===== config.mk =====
export PLATFORM = sky130hd
export DESIGN_NAME = jump_fu_ctrl
export DESIGN_NICKNAME = d
export VERILOG_FILES = /design/src/rtl/jump_pkg.sv /design/src/rtl/jump_fu_ctrl.sv
export SDC_FILE = /design/constraint.sdc
export NUM_CORES = 1
export LEC_CHECK = 0
export BUFFER_PORTS_ARGS = -buffer_cell sky130_fd_sc_hd__buf_4
export CAP_MARGIN = 10
export CORE_AREA = 2 2 171 173
export DETAILED_ROUTE_END_ITERATION = 7
export DIE_AREA = 0 0 173 175
export MAX_ROUTING_LAYER = met4
export PLACE_DENSITY = 0.58
export SYNTH_ARGS = -nofsm -noshare
export SYNTH_HDL_FRONTEND = slang
export SYNTH_SLANG_ARGS = --single-unit

===== constraint.sdc =====
create_clock -name clk -period 2.4 [get_ports clk]
set_input_delay 0.12 -clock clk [delete_from_list [all_inputs] [get_ports clk]]
set_output_delay 0.12 -clock clk [all_outputs]
set_load 0.01 [all_outputs]

===== src/rtl/jump_pkg.sv =====
// Shared encodings for the jump/branch functional-unit sequencer:
// op codes, controller states and the FU compare codes.
package jump_pkg;

  typedef enum logic [1:0] {
    OP_BR   = 2'b00,
    OP_JAL  = 2'b01,
    OP_JALR = 2'b10,
    OP_ILL  = 2'b11
  } op_e;

  typedef enum logic [2:0] {
    StIdle  = 3'd0,
    StRdop  = 3'd1,
    StExec  = 3'd2,
    StWb    = 3'd3,
    StDrain = 3'd4
  } state_e;

  typedef enum logic [2:0] {
    CMP_EQ  = 3'b000,
    CMP_NE  = 3'b001,
    CMP_LT  = 3'b100,
    CMP_GE  = 3'b101,
    CMP_LTU = 3'b110,
    CMP_GEU = 3'b111
  } cmp_e;

  function automatic logic op_is_jump(op_e op);
    return (op == OP_JAL) || (op == OP_JALR);
  endfunction

endpackage


===== src/rtl/jump_fu_ctrl.sv =====
// Single-op sequencer for the jump/branch FU: waits for operands, fires the FU,
// turns its result into a redirect and arbitrates the link-register writeback.
module jump_fu_ctrl
  import jump_pkg::*;
#(
  parameter int unsigned XLEN = 32,
  parameter int unsigned RAW  = 5
) (
  input  logic            clk,
  input  logic            rst,
  input  logic            flush,
  input  logic            issue_valid,
  output logic            issue_ready,
  input  logic [1:0]      issue_op,
  input  logic [2:0]      issue_cmp_ctrl,
  input  logic [RAW-1:0]  issue_rd,
  input  logic [RAW-1:0]  issue_rs1,
  input  logic [RAW-1:0]  issue_rs2,
  input  logic [XLEN-1:0] issue_imm,
  input  logic [XLEN-1:0] issue_pc,
  output logic [RAW-1:0]  src_rs1,
  output logic [RAW-1:0]  src_rs2,
  input  logic            rs1_ready,
  input  logic            rs2_ready,
  input  logic [XLEN-1:0] rs1_data,
  input  logic [XLEN-1:0] rs2_data,
  output logic            fu_en,
  output logic            fu_jalr,
  output logic [2:0]      fu_cmp_ctrl,
  output logic [XLEN-1:0] fu_rs1_data,
  output logic [XLEN-1:0] fu_rs2_data,
  output logic [XLEN-1:0] fu_imm,
  output logic [XLEN-1:0] fu_pc,
  input  logic            fu_finish,
  input  logic            fu_cmp_res,
  input  logic [XLEN-1:0] fu_pc_jump,
  input  logic [XLEN-1:0] fu_pc_wb,
  output logic            redirect_valid,
  output logic [XLEN-1:0] redirect_pc,
  output logic            wb_req,
  input  logic            wb_grant,
  input  logic            war_clear,
  output logic [RAW-1:0]  wb_rd,
  output logic [XLEN-1:0] wb_data,
  output logic            busy
);

  state_e          state_q, state_d;
  op_e             op_q, op_d;
  logic [2:0]      cmp_q, cmp_d;
  logic [RAW-1:0]  rd_q, rd_d;
  logic [RAW-1:0]  rs1_q, rs1_d;
  logic [RAW-1:0]  rs2_q, rs2_d;
  logic [XLEN-1:0] imm_q, imm_d;
  logic [XLEN-1:0] pc_q, pc_d;
  logic [XLEN-1:0] redir_pc_q, redir_pc_d;
  logic            redir_valid_q, redir_valid_d;
  logic [XLEN-1:0] wb_data_q, wb_data_d;
  logic [RAW-1:0]  wb_rd_q, wb_rd_d;

  logic need1, need2, wr, opnd_ok, taken;

  // Illegal ops behave as a branch that needs nothing and is never taken.
  assign need1   = (op_q == OP_BR) || (op_q == OP_JALR);
  assign need2   = (op_q == OP_BR);
  assign wr      = op_is_jump(op_q) && (rd_q != '0);
  assign opnd_ok = (~need1 | rs1_ready) & (~need2 | rs2_ready);
  assign taken   = op_is_jump(op_q) | ((op_q == OP_BR) & fu_cmp_res);

  always_comb begin
    state_d       = state_q;
    op_d          = op_q;
    cmp_d         = cmp_q;
    rd_d          = rd_q;
    rs1_d         = rs1_q;
    rs2_d         = rs2_q;
    imm_d         = imm_q;
    pc_d          = pc_q;
    redir_pc_d    = redir_pc_q;
    redir_valid_d = 1'b0;
    wb_data_d     = wb_data_q;
    wb_rd_d       = wb_rd_q;
    fu_en         = 1'b0;
    wb_req        = 1'b0;

    unique case (state_q)
      StIdle: begin
        if (issue_valid && !flush) begin
          op_d    = op_e'(issue_op);
          cmp_d   = issue_cmp_ctrl;
          rd_d    = issue_rd;
          rs1_d   = issue_rs1;
          rs2_d   = issue_rs2;
          imm_d   = issue_imm;
          pc_d    = issue_pc;
          state_d = StRdop;
        end
      end
      StRdop: begin
        if (flush) begin
          state_d = StIdle;
        end else if (opnd_ok) begin
          fu_en   = 1'b1;
          state_d = StExec;
        end
      end
      StExec: begin
        if (flush) begin
          // An FU still running must be drained so its late finish is not mistaken.
          state_d = fu_finish ? StIdle : StDrain;
        end else if (fu_finish) begin
          if (taken) redir_pc_d = fu_pc_jump;
          redir_valid_d = taken;
          wb_data_d     = fu_pc_wb;
          wb_rd_d       = rd_q;
          state_d       = StWb;
        end
      end
      StWb: begin
        if (flush) begin
          state_d = StIdle;
        end else if (wr) begin
          wb_req = 1'b1;
          if (wb_grant && war_clear) state_d = StIdle;
        end else begin
          state_d = StIdle;
        end
      end
      StDrain: begin
        if (fu_finish) state_d = StIdle;
      end
      default: state_d = StIdle;
    endcase
  end

  always_ff @(posedge clk) begin
    if (rst) begin
      state_q       <= StIdle;
      op_q          <= OP_BR;
      cmp_q         <= '0;
      rd_q          <= '0;
      rs1_q         <= '0;
      rs2_q         <= '0;
      imm_q         <= '0;
      pc_q          <= '0;
      redir_pc_q    <= '0;
      redir_valid_q <= 1'b0;
      wb_data_q     <= '0;
      wb_rd_q       <= '0;
    end else begin
      state_q       <= state_d;
      op_q          <= op_d;
      cmp_q         <= cmp_d;
      rd_q          <= rd_d;
      rs1_q         <= rs1_d;
      rs2_q         <= rs2_d;
      imm_q         <= imm_d;
      pc_q          <= pc_d;
      redir_pc_q    <= redir_pc_d;
      redir_valid_q <= redir_valid_d;
      wb_data_q     <= wb_data_d;
      wb_rd_q       <= wb_rd_d;
    end
  end

  assign issue_ready    = (state_q == StIdle) & ~flush;
  assign busy           = (state_q != StIdle);
  assign src_rs1        = rs1_q;
  assign src_rs2        = rs2_q;
  assign fu_jalr        = (op_q == OP_JALR);
  assign fu_cmp_ctrl    = cmp_q;
  assign fu_imm         = imm_q;
  assign fu_pc          = pc_q;
  assign fu_rs1_data    = fu_en ? rs1_data : '0;
  assign fu_rs2_data    = fu_en ? rs2_data : '0;
  assign redirect_valid = redir_valid_q & ~flush;
  assign redirect_pc    = redir_pc_q;
  assign wb_rd          = wb_rd_q;
  assign wb_data        = wb_data_q;

endmodule


==> run metrics <==
Seq. cell area 0.00314 sq mm; R2R Path End redirect_pc[23]; met1 Use GR 20.4%; M3 GR Usage 4.24%; share of the synthesized area in the top cell type 52.1%; DRC viols 0; fin crit period 2.25 ns; Area Overhead vs Synth 96.0%; Synth area leaders dfxtp_1 52%, nand2_1 15%, a21oi_1 10%; clk sink count 157; Inserted Clock Buffers 17; Syn Std Cell Area 0.00603 sq mm; Initial Util 21.2%; HP Class in -> reg; die area 0.0303 sq mm; relative slew slack 54.1%; GP Congestion 0.849; HPWL Detailed 17300 microns; reg2reg setup slack 0.34 ns; Arr. time, crit path 2.13 ns; Avg Inst Size Synth 8.15 sq um; Crit Path Class reg -> out; Final Setup Violations 0; Core Area 0.0284 sq mm; launching point of the worst reg2reg path state_q[1]; share of cells above drive strength 1 37.0%; clk_skew 0.0119 ns; CTS H-tree lvls 4; fraction of registers with async set/reset 0%; busiest layer in global routing met2; Chip Width 173 microns; final worst path period share 93.7%; Post-Place Setup Slack 0.386 ns; sequential-to-total area share from yosys stat 52.1%; Antenna Cells 0; total of max-cap violations 0; startpoint types flop; R2R depth 5; Synth area leader dfxtp_1; Vias/cell 4.13; final hold violations 0; Iter 0 DRT Violations 316; die height 175 microns; CP max FO 65; # fillers 2784; largest net degree at the start of global routing 84; worst-margin pin slew 0.687 ns; Mapped Nets 964; via count 7011; Peak supply drop 0.000468 V; Tot Pwr 0.00629 W; worst hold start rst; layout net count 1527; CTS Root Cell clkbuf_16; vias in the first global route 6871; Gate Count Post-Synth 740; Syn. warnings 0; Clock Path Buffers 2; routed wire length 24900 microns; Slew Limit Fails 0; drt pass-1 iters 4; clock latency on the worst-skew pair 0.42 ns; first-pass GRT wire length 38500 microns; hold path cells 2; port buffer count 437; synth unique cells 31; outcome finished, final reports clean; Setup Fix Bufs, Post-CTS 0; # rows 62; FF+latch count, synth 157; grt total ovfl 0; final worst-path setup slack 0.152 ns; num ports 438; RSZ-0062 raised after global routing false; Worst Path Required 2.28 ns; CTS tree yes; pwr dens 533 mW/mm^2; Worst Hold End fu_pc[8]; Multi-input gate area 0.00265 sq mm; fmax 445 MHz; setup TNS 0 ns; Routed WL per cell 14.7 microns; met2 GRT Util 26.3%; Total GRT Usage 16.4%; ys flop type dfxtp_1; Clk pin slew, worst setup/hold paths 0.07 ns; Pleak 5.21 nW; Setup crit end kind output pin; Post-synth EDFFs 0; initial antenna violation count 0; ANT nets after route 0
## synthesized netlist by cell type (2+ instances only)
library cell and instances:
nor2b_1 2, inv_1 4, dfxtp_1 157, nor2_1 33, nor4_1 3, nor3_1 2, buf_2 15, mux2i_1 32
and2_1 65, buf_6 3, nand2_1 244, clkbuf_1 36, a21oi_1 122, a211oi_1 2, or3b_1 2, ha_1 2
o211ai_1 2
## final cells by class
type | instances | area share, %
timing repair buffer | 598 | 41.9
sequential | 157 | 26.6
multi-input combinational | 525 | 22.5
tap | 384 | 4.07
clock buffer | 18 | 3.72
clock inverter | 13 | 1.12
inverter | 4 | 0.127
## report_power, final
part	internal [W]	total (W)	switching, W
Combinational	0.000554	0.000911	0.000358
Clock	0.00148	0.00267	0.00119
Sequential	0.00267	0.00271	0.0000387
Total	0.00471	0.00629	0.00159
## per-layer routing
layer | wire (microns) | up-vias
met3 | 1490 | 29
li1 | - | 3508
met2 | 11800 | 257
met4 | 431 | 0
met5 | 0 | -
met1 | 11200 | 3217
## how the worst max path moves through the flow
stage	start	end	slack, ns	cells past startpoint
after floorplan	state_q[1]	wb_data[10]	0.55	7
after global placement	state_q[2]	fu_rs1_data[7]	0.34	5
after detailed placement	state_q[2]	fu_rs1_data[7]	0.39	5
after CTS	op_q[0]	fu_rs1_data[7]	0.08	7
after global routing	state_q[2]	fu_rs1_data[7]	0.01	5
final	state_q[2]	fu_rs1_data[6]	0.15	5
## what timing repair did
item / in CTS / in global routing
endpoints found under the setup margin: 62 / 3
endpoints found under the hold margin: 149 / 0
resized for setup: 1 / 1
hold buffers: 149 / 0
## flip-flops by register name (all words and copies together), names as in the netlist
register	cells
fu_imm	32
fu_pc	32
redirect_pc	32
wb_data	32
rd_q	5
src_rs1	5
src_rs2	5
wb_rd	5
fu_cmp_ctrl	3
state_q	3
op_q	2
redir_valid_q	1
## critical path, cell delays in order (launching register included)
cell	delay (ns)
dfxtp_1	0.37
nor4b_2	0.41
nor3b_4	0.31
buf_12	0.26
and2_1	0.22
buf_4	0.14
## stage by stage
| step | utilization, % | hold WS [ns] | instances | instance area [sq um] |
|---|---|---|---|---|
| global route | 41.6 | 0.0228 | 1699 | 11800 |
| floorplan | - | 0.210 | 740 | 6030 |
| global placement | 34.3 | 0.345 | 1519 | 9740 |
| CTS | 41.6 | 0.0174 | 1699 | 11800 |
| detailed placement | 34.3 | 0.354 | 1519 | 9740 |
| finish | 41.6 | 0.0351 | 1699 | 11800 |
## cell usage in the layout, fill, tap and decap left out, drive strengths merged, types with 3 or more instances in the layout
cell type / n
buf: 449
nand2: 244
dfxtp: 157
dlygate4sd3: 149
a21oi: 122
and2: 66
nor2: 33
mux2i: 32
clkbuf: 18
inv: 10
nor4: 3
clkinvlp: 3
clkinv: 3
## cells by family (layout without fill, tap and decap cells)
logic type                 Yosys count  count (layout)  synth area share [%]
AOI/OAI and AO/OA                  132             132                  11.5
muxes                               32              32                  5.31
adders and majority gates            2               2                 0.415
DFF                                157             157                  52.1
buffers and inverters               58             633                  4.30
and+or+nand+nor                    359             359                  26.4
No activity file was read; power rests on OpenSTA's default activity.
